## config.mk

```make
export PLATFORM = sky130hd
export DESIGN_NAME = decode_scoreboard_rf
export DESIGN_NICKNAME = d
export VERILOG_FILES = /design/src/rtl/decode_scoreboard_rf.sv
export SDC_FILE = /design/constraint.sdc
export NUM_CORES = 1
export LEC_CHECK = 0
export BUFFER_PORTS_ARGS = -buffer_cell sky130_fd_sc_hd__buf_2
export CAP_MARGIN = 10
export CELL_PAD_IN_SITES_DETAIL_PLACEMENT = 1
export CELL_PAD_IN_SITES_GLOBAL_PLACEMENT = 1
export CORE_ASPECT_RATIO = 0.75
export CORE_UTILIZATION = 50
export CTS_BUF_LIST = sky130_fd_sc_hd__clkbuf_4 sky130_fd_sc_hd__clkbuf_8
export CTS_CLUSTER_DIAMETER = 150
export DETAILED_ROUTE_END_ITERATION = 12
export PLACE_DENSITY_LB_ADDON = 0.05
export SLEW_MARGIN = 5
export SYNTH_ARGS = -nofsm -noshare
export SYNTH_HDL_FRONTEND = slang
export SYNTH_SLANG_ARGS = --single-unit
```

## constraint.sdc

```tcl
create_clock -name I_CLOCK -period 4.5 [get_ports I_CLOCK]
set_clock_uncertainty 0.05 [all_clocks]
set_input_delay 0.9 -clock I_CLOCK [delete_from_list [all_inputs] [get_ports I_CLOCK]]
set_output_delay 0.9 -clock I_CLOCK [all_outputs]
set_load 0.005 [all_outputs]
```

## src/rtl/decode_scoreboard_rf.sv

```systemverilog
// decode_scoreboard_rf
//   Decode-stage register file with a per-register pending-write scoreboard, a
//   CC scoreboard, same-cycle writeback bypass and a branch-wait FSM.
//   Pending counters replace fixed index compares, so any pipeline depth is covered.
// Ports
//   I_CLOCK, I_RESET          clock, synchronous active-high reset
//   I_ISSUE_VALID .. I_IS_BRANCH  instruction presented by Fetch
//   I_WB_*                    register / CC writeback from Writeback stage
//   I_BR_RESOLVE              one-cycle branch resolution pulse
//   O_ISSUE_READY, O_DEP_STALL    combinational issue handshake / hazard flag
//   O_DE_VALID, O_SRC*_VALUE, O_CC_VALUE  registered operand bundle to Execute
//   O_BRANCH_STALL            FSM is waiting for branch resolution
//   O_ERR                     sticky: writeback seen with no pending write
module decode_scoreboard_rf #(
  parameter int unsigned NUM_REGS     = 16,
  parameter int unsigned DATA_W       = 16,
  parameter int unsigned IDX_W        = 4,
  parameter int unsigned MAX_INFLIGHT = 3
) (
  input  logic              I_CLOCK,
  input  logic              I_RESET,
  input  logic              I_ISSUE_VALID,
  input  logic [IDX_W-1:0]  I_SRC1_IDX,
  input  logic              I_SRC1_USE,
  input  logic [IDX_W-1:0]  I_SRC2_IDX,
  input  logic              I_SRC2_USE,
  input  logic [IDX_W-1:0]  I_DEST_IDX,
  input  logic              I_DEST_WRITE,
  input  logic              I_CC_READ,
  input  logic              I_CC_WRITE,
  input  logic              I_IS_BRANCH,
  input  logic              I_WB_VALID,
  input  logic [IDX_W-1:0]  I_WB_IDX,
  input  logic [DATA_W-1:0] I_WB_DATA,
  input  logic              I_WB_CC_VALID,
  input  logic [2:0]        I_WB_CC,
  input  logic              I_BR_RESOLVE,
  output logic              O_ISSUE_READY,
  output logic              O_DE_VALID,
  output logic [DATA_W-1:0] O_SRC1_VALUE,
  output logic [DATA_W-1:0] O_SRC2_VALUE,
  output logic [2:0]        O_CC_VALUE,
  output logic              O_DEP_STALL,
  output logic              O_BRANCH_STALL,
  output logic              O_ERR
);

  localparam int unsigned CNT_W = $clog2(MAX_INFLIGHT + 1);
  localparam logic [CNT_W-1:0] CntMax = CNT_W'(MAX_INFLIGHT);
  localparam logic [CNT_W-1:0] CntOne = CNT_W'(1);

  typedef enum logic [0:0] {StIdle, StBrWait} state_e;

  state_e             state_q, state_d;
  logic [DATA_W-1:0]  rf_q [NUM_REGS];
  logic [DATA_W-1:0]  rf_d [NUM_REGS];
  logic [CNT_W-1:0]   pend_q [NUM_REGS];
  logic [CNT_W-1:0]   pend_d [NUM_REGS];
  logic [2:0]         cc_q, cc_d;
  logic [CNT_W-1:0]   cc_pend_q, cc_pend_d;
  logic               err_q, err_d;
  logic               de_valid_q;
  logic [DATA_W-1:0]  src1_q, src2_q;
  logic [2:0]         cc_out_q;

  logic               haz_src1, haz_src2, haz_cc, haz_waw, haz_cc_waw, hazard;
  logic               fire;
  logic [DATA_W-1:0]  src1_rd, src2_rd;
  logic [2:0]         cc_rd;
  logic               inc, dec;

  // A pending count of exactly one that retires this cycle is not a hazard:
  // the writeback data is forwarded instead.
  always_comb begin
    haz_src1 = I_SRC1_USE && (pend_q[I_SRC1_IDX] != '0) &&
               !((pend_q[I_SRC1_IDX] == CntOne) && I_WB_VALID && (I_WB_IDX == I_SRC1_IDX));
    haz_src2 = I_SRC2_USE && (pend_q[I_SRC2_IDX] != '0) &&
               !((pend_q[I_SRC2_IDX] == CntOne) && I_WB_VALID && (I_WB_IDX == I_SRC2_IDX));
    haz_cc   = I_CC_READ && (cc_pend_q != '0) && !((cc_pend_q == CntOne) && I_WB_CC_VALID);
    // WAW cap is checked against the registered count only.
    haz_waw    = I_DEST_WRITE && (pend_q[I_DEST_IDX] == CntMax);
    haz_cc_waw = I_CC_WRITE && (cc_pend_q == CntMax);
    hazard     = haz_src1 || haz_src2 || haz_cc || haz_waw || haz_cc_waw;

    O_ISSUE_READY = !hazard && (state_q == StIdle);
    O_DEP_STALL   = I_ISSUE_VALID && hazard;
    fire          = I_ISSUE_VALID && O_ISSUE_READY;

    src1_rd = (I_WB_VALID && (I_WB_IDX == I_SRC1_IDX)) ? I_WB_DATA : rf_q[I_SRC1_IDX];
    src2_rd = (I_WB_VALID && (I_WB_IDX == I_SRC2_IDX)) ? I_WB_DATA : rf_q[I_SRC2_IDX];
    cc_rd   = I_WB_CC_VALID ? I_WB_CC : cc_q;
  end

  // Register file, scoreboard counters and sticky error.
  always_comb begin
    rf_d      = rf_q;
    pend_d    = pend_q;
    cc_d      = cc_q;
    cc_pend_d = cc_pend_q;
    err_d     = err_q;
    inc       = 1'b0;
    dec       = 1'b0;

    for (int i = 0; i < NUM_REGS; i++) begin
      inc = fire && I_DEST_WRITE && (I_DEST_IDX == IDX_W'(i));
      dec = I_WB_VALID && (I_WB_IDX == IDX_W'(i));
      if (dec) begin
        rf_d[i] = I_WB_DATA;
        if (pend_q[i] == '0) err_d = 1'b1;
      end
      if (inc && !dec) begin
        pend_d[i] = pend_q[i] + CntOne;
      end else if (dec && !inc && (pend_q[i] != '0)) begin
        pend_d[i] = pend_q[i] - CntOne;
      end
    end

    inc = fire && I_CC_WRITE;
    dec = I_WB_CC_VALID;
    if (dec) begin
      cc_d = I_WB_CC;
      if (cc_pend_q == '0) err_d = 1'b1;
    end
    if (inc && !dec) begin
      cc_pend_d = cc_pend_q + CntOne;
    end else if (dec && !inc && (cc_pend_q != '0)) begin
      cc_pend_d = cc_pend_q - CntOne;
    end
  end

  // Branch-wait FSM.
  always_comb begin
    state_d = state_q;
    unique case (state_q)
      StIdle:   if (fire && I_IS_BRANCH) state_d = StBrWait;
      StBrWait: if (I_BR_RESOLVE) state_d = StIdle;
      default:  state_d = StIdle;
    endcase
  end

  always_ff @(posedge I_CLOCK) begin
    if (I_RESET) begin
      state_q    <= StIdle;
      cc_q       <= '0;
      cc_pend_q  <= '0;
      err_q      <= 1'b0;
      de_valid_q <= 1'b0;
      src1_q     <= '0;
      src2_q     <= '0;
      cc_out_q   <= '0;
      for (int i = 0; i < NUM_REGS; i++) begin
        rf_q[i]   <= '0;
        pend_q[i] <= '0;
      end
    end else begin
      state_q    <= state_d;
      rf_q       <= rf_d;
      pend_q     <= pend_d;
      cc_q       <= cc_d;
      cc_pend_q  <= cc_pend_d;
      err_q      <= err_d;
      de_valid_q <= fire;
      if (fire) begin
        src1_q   <= src1_rd;
        src2_q   <= src2_rd;
        cc_out_q <= cc_rd;
      end
    end
  end

  assign O_DE_VALID     = de_valid_q;
  assign O_SRC1_VALUE   = src1_q;
  assign O_SRC2_VALUE   = src2_q;
  assign O_CC_VALUE     = cc_out_q;
  assign O_BRANCH_STALL = (state_q == StBrWait);
  assign O_ERR          = err_q;

endmodule

```

==> results.yml, run 1 <==
placement:
  port_buffers: 86
  dp.final_hpwl_um: 43360
  gp_congestion: 0.9641
status:
  status: "finished clean"
sta:
  period_share: 0.9184
  drv_slew: 0
  setup_viol: 0
  fin_tns_setup_ns: 0
  tightest_slew_ns: 1.234
  fmax_mhz: 242.0
  timing.final.crit_period_ns: 4.133
  relSlewSlack: 0.1752
  hold_viol: 0
  rsz0062_at_grt: "false"
clock_network:
  cts_max_level: 2
  cts_tree: "built"
  clkLatencyLatePin_ns: 0.62
  ctsResizeCount: 0
  clk_pin_slew_ns: 0.06
  ctsHoldBuffers: 0
  clockBufferDepth: 3
  cts_setup_buffers: 0
  cts_buffers: 54
  cts-root-buf: "clkbuf_8"
  clock_sinks: 331
final_layout:
  multiInputGateArea_mm2: 0.01032
  mostFrequentLayoutCells: "nand2_1, dfxtp_1, a21oi_1, mux4_2, buf_2"
  fillers: 3930
  syn_to_final_growth_pct: 10.77
  nets: 1992
  fin_util: 0.5639
  drive_gt1_frac: 0.2270
  final-seq-area_mm2: 0.006626
  layout_commonest_cell: "nand2_1"
synthesis:
  synth_nets: 1985
  synth_area_mm2: 0.01770
  synth_top_family_by_area: "multiplexers"
  synth_cells: 1935
  synth_edf_count: 0
  async_flop_share: 0
  synth.area.mux_share: 0.2609
  synth_warnings: 0
  synth-adder-area-share: 0.002120
  synth_compound_area_frac: 0.1228
  ys_seq_area_frac: 0.3743
  synthFlopType: "dfxtp_1"
  synth-simple-area-share: 0.1885
  synth_cell_types: 65
  synth-xor-area-share: 0.006432
  syn_avg_cell_area_um2: 9.148
  yosys_register_bits: 331
hold_path:
  worst_hold_startpoint: "rf_q[186]"
  hold_path.class: "flop to flop"
detailed_routing:
  routed-via-count: 16020
  routed_wl_um: 67010
  dr.pass1.iters: 5
  routed_via_density: 6.574
  drt.antenna.violating_nets: 0
  first_iter_violations: 1675
  post_drt_wl_per_cell_um: 27.51
  drcViolationCount: 0
floorplan:
  die_y_um: 165.0
  dieArea_mm2: 0.03617
  rows: 59
  start_util: 0.5091
  dieWidth_um: 219.3
  core-area_mm2: 0.03477
  io-pin-count: 87
power:
  power_density_mw_per_mm2: 346.3
  leakagePower_nw: 6.616
  p_sw_frac: 0.2836
  p_sw_mw: 1.925
  p_clk_frac: 0.411
  ir_drop_mv: 0.3025
  comb_power_share: 0.134
  internal_power_mw: 4.865
  p_seq_frac: 0.456
critical_path:
  crit_arrival_ns: 3.18
  cp_max_fo: 11
  slowest_stage: "mux4_2"
  worst_setup_path_end_kind: "primary output"
  path_cells: "buf_4 -> mux4_2 -> a2111o_1 -> o221a_1 -> a2111oi_2 -> nand2_1 -> and2_1 -> buf_2"
  crit-reg2reg-launch: "pend_q[17]"
  crit_start: "I_SRC2_IDX[0]"
  start_kind: "input port"
  max_stage_delay_ns: 0.51
  path_class: "input port to primary output"
  required_ns: 3.55
grt:
  grt_max_degree: 138
  grt_pass1_vias: 15780
  antenna_found_initial: 3
  grt_pass1_wl_um: 99310
  grt_util_all_layers: 0.3747
  overflow: 0
flow_run:
  maxCapViolCount: 0
worst max-delay path: cells and delay by family:
family	cells	cell delay [ns]
muxes	1	0.51
and+or+nand+nor	2	0.36
buffers and inverters	2	0.31
AOI/OAI and AO/OA	3	1.10
cell families after synthesis:
| group | after synthesis |
|---|---|
| mux | 235 |
| buf+inv | 201 |
| simple gates | 778 |
| compound gates | 374 |
| fa+ha+maj | 3 |
| flops | 331 |
| xor+xnor | 13 |
state kept, by name, indices dropped and copies added (netlist names):
| signal | flops |
|---|---|
| O_ERR | 1 |
| cc_q | 3 |
| O_SRC2_VALUE | 16 |
| O_BRANCH_STALL | 1 |
| O_SRC1_VALUE | 16 |
| pend_q | 32 |
| cc_pend_q | 2 |
| rf_q | 256 |
| O_CC_VALUE | 3 |
| O_DE_VALID | 1 |
power groups by stage:
stage                     combinational, mW  sequential [mW]  clock [mW]
after floorplan                       0.586             3.14           0
after global placement                0.874             3.15           0
after detailed placement              0.894             3.16           0
after CTS                             0.898             3.09        2.82
after global routing                  0.976             3.10        2.96
final                                 0.907             3.09        2.79
stage by stage:
step / std cells / setup slack, ns / hold WS [ns] / total power [mW] / area [um^2]
after floorplan: 1935 / 0.2389 / 0.3929 / 3.729 / 17700
after global placement: 2343 / 0.3758 / 0.4000 / 4.023 / 18480
after detailed placement: 2343 / 0.3843 / 0.4098 / 4.049 / 18480
after CTS: 2435 / 0.3712 / 0.4183 / 6.808 / 19610
after global routing: 2435 / 0.2873 / 0.4359 / 7.036 / 19610
final: 2436 / 0.3670 / 0.4174 / 6.790 / 19610
cells in the mapped netlist (7+ instances only):
cell        n  area share
buf_2      14      0.0040
nor3_1     28      0.0079
xnor2_1     7      0.0035
nand3b_1    9      0.0038
nor4b_1     7      0.0035
nand2_1   560        0.12
and3_1     14      0.0049
buf_1      21      0.0045
a211oi_1   36       0.015
dfxtp_1   331        0.37
clkbuf_1  156       0.033
mux2i_1    50       0.028
a21oi_1   271       0.077
and2_1      8      0.0028
nor3b_1     7      0.0030
mux4_2    178        0.23
nor2_1     78       0.017
nor2b_1     9      0.0032
nand3_1    26      0.0074
o21ai_0    13      0.0037
cell type report:
type	count	share of cell area
Multi-Input combinational cell	1403	0.5264
Sequential cell	331	0.3379
Clock buffer	88	0.05539
Timing Repair Buffer	146	0.04786
Tap cell	457	0.02916
Clock inverter	4	0.001978
Inverter	6	0.001149
Antenna cell	1	0.0001276
per-layer routing:
metal,vias to the layer above,global-route usage,part of all wire
li1,6933,-,-
met1,8149,0.5169,0.42
met2,778,0.5708,0.44
met3,151,0.1011,0.11
met4,4,0.1209,0.029
met5,-,0,0.00039
path summary, 6_finish.rpt:
kind / end / cells past startpoint / slack (ns)
max: O_DEP_STALL / 8 / 0.37
min: rf_q[186] / 2 / 0.42
max reg2reg: O_SRC2_VALUE[13] / 9 / 1.17
min reg2reg: rf_q[186] / 2 / 0.42
(Power assumes the default switching activity.)
==> run 2: changes to the inputs <==
Settings changed: BUFFER_PORTS_ARGS -buffer_cell sky130_fd_sc_hd__buf_2 to not set, CELL_PAD_IN_SITES_DETAIL_PLACEMENT 1 to 0, CELL_PAD_IN_SITES_GLOBAL_PLACEMENT 1 to 2, CORE_MARGIN set to 2, CORE_UTILIZATION 50 to 42, DONT_BUFFER_PORTS set to 1.
==> results.yml, run 2 (synthesis results as in run 1) <==
final_layout:
  regMostFlops: "rf_q"
  drive_gt1_frac: 0.1893
  mostFrequentLayoutCells: "nand2_1, dfxtp_1, a21oi_1, mux4_2, clkbuf_8"
  reg_top3: "rf_q: 256 flops, pend_q: 32 flops"
  diodes: 0
  largest_register_ffs: 256
  layout_commonest_cell: "nand2_1"
  final_cells: 2450
  nets: 1890
  syn_to_final_growth_pct: 8.482
sta:
  fin_tns_setup_ns: 0
  relSlewSlack: 0.1763
  period_share: 0.9085
  hold_viol: 0
  timing.final.crit_period_ns: 4.088
  worst_slack_ns: 0.4117
  fmax_mhz: 244.6
  setup_viol: 0
  rsz0062_at_grt: "false"
  drv_slew: 0
  tightest_slew_ns: 1.229
floorplan:
  io-pin-count: 87
  start_util: 0.4235
  core-area_mm2: 0.04180
  dieArea_mm2: 0.04382
  dieWidth_um: 241.1
  die_y_um: 181.8
  rows: 65
critical_path:
  crit_arrival_ns: 3.14
  reg2regPathDepth: 8
  start_kind: "flop"
  required_ns: 3.55
  cp_max_fo: 6
  path_class: "flop to primary output"
  worst_setup_path_end_kind: "primary output"
  crit-reg2reg-launch: "pend_q[25]"
  reg2reg_setup_slack_ns: 1.26
  timing.rr.end: "O_SRC1_VALUE[3]"
power:
  p_sw_mw: 1.723
  p_seq_frac: 0.471
  leakagePower_nw: 6.165
  power_density_mw_per_mm2: 342.9
  ir_drop_mv: 0.2309
  p_sw_frac: 0.2616
  internal_power_mw: 4.863
  p_total_mw: 6.586
  comb_power_share: 0.089
  p_clk_frac: 0.440
grt:
  overflow: 0
  grt_pass1_wl_um: 95610
  grt_pass1_vias: 13900
  grt_util_all_layers: 0.2974
  grt_max_degree: 337
  antenna_found_initial: 0
flow_run:
  maxCapViolCount: 0
clock_network:
  cts-root-buf: "clkbuf_8"
  clockBufferDepth: 3
  ctsResizeCount: 0
  cts_setup_buffers: 0
  clkLatencyLatePin_ns: 0.67
  ctsHoldBuffers: 0
  cts_tree: "built"
  cts_max_level: 2
  cts_buffers: 56
  clk_pin_slew_ns: 0.06
  clock_sinks: 331
detailed_routing:
  routed_wl_um: 65160
  routed-via-count: 14980
  dr.pass1.iters: 6
  routed_via_density: 6.113
  drt.antenna.violating_nets: 0
  drcViolationCount: 0
  first_iter_violations: 1525
  post_drt_wl_per_cell_um: 26.60
hold_path:
  hold_path.class: "input port to flop"
  holdPathStages: 1
  min_to: "O_DE_VALID"
  worst_hold_startpoint: "I_RESET"
placement:
  dp.cells: 2351
  port_buffers: 0
  gp_congestion: 0.8975
  dp.final_hpwl_um: 40230
  dp_slack_ns: 0.6175
status:
  status: "finished clean"
==> run 2: layer usage <==
layer	vias up	GRT usage	wire length [um]
met1	7542	0.4624	30750
met3	79	0.05321	5722
met5	-	0	0
met4	0	0.06765	1064
li1	6744	-	-
met2	613	0.4253	27620
==> run 2: power groups by stage <==
stage	Sequential, mW	Combinational [mW]	Clock [mW]
4_1_cts	3.11	0.576	2.95
3_5_place_dp	3.17	0.574	0
3_3_place_gp	3.17	0.566	0
6_report	3.10	0.584	2.90
5_1_grt	3.12	0.627	3.08
2_1_floorplan	3.14	0.586	0
==> run 2: how the worst max path moves through the flow <==
stage | start | end | slack, ns | cells after the start
finish | pend_q[25] | O_DEP_STALL | 0.41 | 6
global placement | I_SRC2_IDX[0] | O_DEP_STALL | 0.68 | 6
CTS | pend_q[25] | O_DEP_STALL | 0.40 | 6
global route | pend_q[19] | O_DEP_STALL | 0.32 | 6
detailed placement | I_SRC2_IDX[0] | O_DEP_STALL | 0.62 | 6
floorplan | I_SRC2_IDX[1] | O_DEP_STALL | 0.24 | 9
==> run 2: per-stage QoR <==
stage	instance area, um^2	hold slack [ns]	util
after floorplan	17700	0.3929	-
after global placement	18020	0.3984	0.4312
after detailed placement	18020	0.4051	0.4312
after CTS	19200	0.2179	0.4594
after global routing	19200	0.2635	0.4594
final	19200	0.2965	0.4594
==> run 2: area by class of cell <==
type	count	area (um^2)
clock buffer	91	1127
clock inverter	8	51.30
fill	4004	22600
inverter	6	22.52
multi-input combinational	1403	10340
sequential	331	6626
tap	569	711.9
timing repair buffer	42	327.8
==> run 2: critical path, stage by stage, from the launching register on <==
cell	delay, ns
dfxtp_1	0.41
mux4_2	0.49
a2111o_1	0.43
o221a_1	0.27
a2111oi_2	0.42
nand2_1	0.23
and2_1	0.23
==> run 3: changes to the inputs <==
Settings changed: ABC_AREA set to 1, CORE_UTILIZATION 42 to 37.
==> results.yml, run 3 <==
status:
  status: "finished clean"
grt:
  antenna_found_initial: 0
  grt_pass1_wl_um: 115000
  overflow: 0
  grt_pass1_vias: 17350
  grt_max_degree: 205
  grt_util_all_layers: 0.3021
power:
  power_density_mw_per_mm2: 365.5
  ir_drop_mv: 0.2053
  leakagePower_nw: 6.820
final_layout:
  mostFrequentLayoutCells: "o21ai_0, a21oi_1, dfxtp_1, nand2_1, inv_1"
  reg_top3: "rf_q: 256 flops, pend_q: 32 flops"
  layout_commonest_cell: "o21ai_0"
  fillers: 5038
  final-seq-area_mm2: 0.006626
  design_area_mm2: 0.01943
  largest_register_ffs: 256
  drive_gt1_frac: 0.07630
  fin_util: 0.4092
  nets: 2588
  syn_to_final_growth_pct: 9.044
  multiInputGateArea_mm2: 0.009465
  regMostFlops: "rf_q"
detailed_routing:
  first_iter_violations: 2325
  drt.antenna.violating_nets: 0
  drcViolationCount: 0
  routed_via_density: 5.902
  routed_wl_um: 77490
  post_drt_wl_per_cell_um: 24.05
  routed-via-count: 19020
  dr.pass1.iters: 7
clock_network:
  cts_buffers: 57
  cts-root-buf: "clkbuf_8"
  clockBufferDepth: 3
  cts_tree: "built"
  cts_setup_buffers: 0
  cts_max_level: 2
  clkLatencyLatePin_ns: 0.68
  clock_sinks: 331
  ctsHoldBuffers: 0
  clk_pin_slew_ns: 0.06
  ctsResizeCount: 0
critical_path:
  path_buf_inv: 3
  crit_arrival_ns: 3.00
  timing.rr.end: "pend_q[14]"
  cp_max_fo: 12
  slowest_stage: "nand2_1"
  crit_top_cell: "nand2_1"
  cp_top_family: "simple AND/OR/NAND/NOR gates"
  max_stage_delay_ns: 0.47
  path_class: "input port to primary output"
  path_cells: "inv_2 -> nand2_1 -> nor2_1 -> nor2_1 -> nand2_1 -> nand2_1 -> nand2_1 -> inv_1 -> nand2_1 -> a21oi_1 -> nand4_1 -> inv_1"
  reg2reg_setup_slack_ns: 1.36
  worst_setup_path_end_kind: "primary output"
  required_ns: 3.55
  reg2regPathDepth: 17
  crit_cells: 12
  start_kind: "input port"
  crit-reg2reg-launch: "pend_q[27]"
hold_path:
  holdPathStages: 1
  worst_hold_startpoint: "I_RESET"
  hold_path.class: "input port to flop"
  min_to: "cc_q[1]"
synthesis:
  synth_top_area_share: 0.3719
  synth_warnings: 0
  yosys_register_bits: 331
  synth_cell_types: 36
  synth_nets: 2721
  synth_cells: 2671
  syn_avg_cell_area_um2: 6.671
  synthFlopType: "dfxtp_1"
  ys_seq_area_frac: 0.3719
  yosys.area.top_type: "dfxtp_1"
  netlist_top_cells_area: "dfxtp_1, o21ai_0, a21oi_1"
  synth_edf_count: 0
  async_flop_share: 0
  synth_area_mm2: 0.01782
  yosysMostFrequentCell: "o21ai_0"
  synth_common_cells: "o21ai_0, a21oi_1, dfxtp_1"
placement:
  port_buffers: 0
  dpl-instance-area_mm2: 0.01816
  gp_congestion: 0.8931
  dp_slack_ns: 0.5882
  dp.final_hpwl_um: 46640
sta:
  hold_viol: 0
  timing.final.crit_period_ns: 3.947
  fin_tns_setup_ns: 0
  drv_slew: 0
  setup_viol: 0
  tightest_slew_ns: 0.9449
  rsz0062_at_grt: "false"
  period_share: 0.8770
  relSlewSlack: 0.3681
  fmax_mhz: 253.4
  worst_slack_ns: 0.5534
floorplan:
  die_y_um: 194.1
  dieWidth_um: 257.4
  core-area_mm2: 0.04748
  start_util: 0.3753
  rows: 69
  dieArea_mm2: 0.04995
  io-pin-count: 87
flow_run:
  maxCapViolCount: 0
## run 3: cell types whose count changed after synthesis, sizes merged, moves of 14 or more
cell / change
o21ai: +650
nand2: -263
inv: +231
mux4: -180
a21oi: +160
nor2: +79
nand3: +71
a211oi: +56
clkbuf: +49
mux2i: -47
a31oi: +29
o32ai: +27
nor3: -18
and3: -14
## run 3: power by group
group          internal (mW)  switching, mW  leakage [nW]
clock                   1.72           1.38         0.673
sequential              3.05         0.0888          2.68
combinational          0.256          0.614          3.46
## run 3: per-layer routing
layer / part of all wire / routed length [um] / global-route usage / vias to the layer above
met5: 0 / 0 / 0 / -
met4: 0.024 / 1868 / 0.08221 / 0
met3: 0.086 / 6679 / 0.05922 / 134
met2: 0.42 / 32190 / 0.4421 / 817
met1: 0.47 / 36750 / 0.4474 / 9067
li1: - / - / - / 8997
## run 3: worst max-delay path by stage
stage	from	endpoint	slack (ns)
finish	I_DEST_IDX[0]	O_ISSUE_READY	0.55
global route	I_DEST_IDX[0]	O_ISSUE_READY	0.42
CTS	I_DEST_IDX[0]	O_ISSUE_READY	0.73
detailed placement	I_DEST_IDX[0]	pend_q[14]	0.59
global placement	I_DEST_IDX[0]	pend_q[14]	0.60
floorplan	I_WB_IDX[1]	O_ISSUE_READY	1.45
## run 3: cell families (layout without fill, tap and decap cells)
family,after synthesis,in the layout,share of synthesized area
compound gates,1266,1266,0.3803
fa+ha+maj,3,3,0.002107
buf+inv,476,387,0.1036
simple gates,589,589,0.1389
other cells,0,1,0
mux,3,3,0.001685
xor+xnor,3,3,0.001475
flops,331,331,0.3719
## run 3: through the flow
stage,power (mW),hold WS (ns),instances
final,7.102,0.2491,3222
after global routing,7.379,0.2163,3221
after floorplan,3.816,0.4058,2671
after detailed placement,4.052,0.4334,3118
after CTS,7.147,0.2060,3221
after global placement,4.046,0.4250,3118
## run 3: area by class of cell
class / count / area share
Timing Repair Buffer: 47 / 0.01945
Tap cell: 639 / 0.04115
Clock inverter: 8 / 0.003864
Inverter: 237 / 0.04604
Multi-Input combinational cell: 1864 / 0.4872
Antenna cell: 1 / 0.0001288
Sequential cell: 331 / 0.3410
Clock buffer: 95 / 0.06118
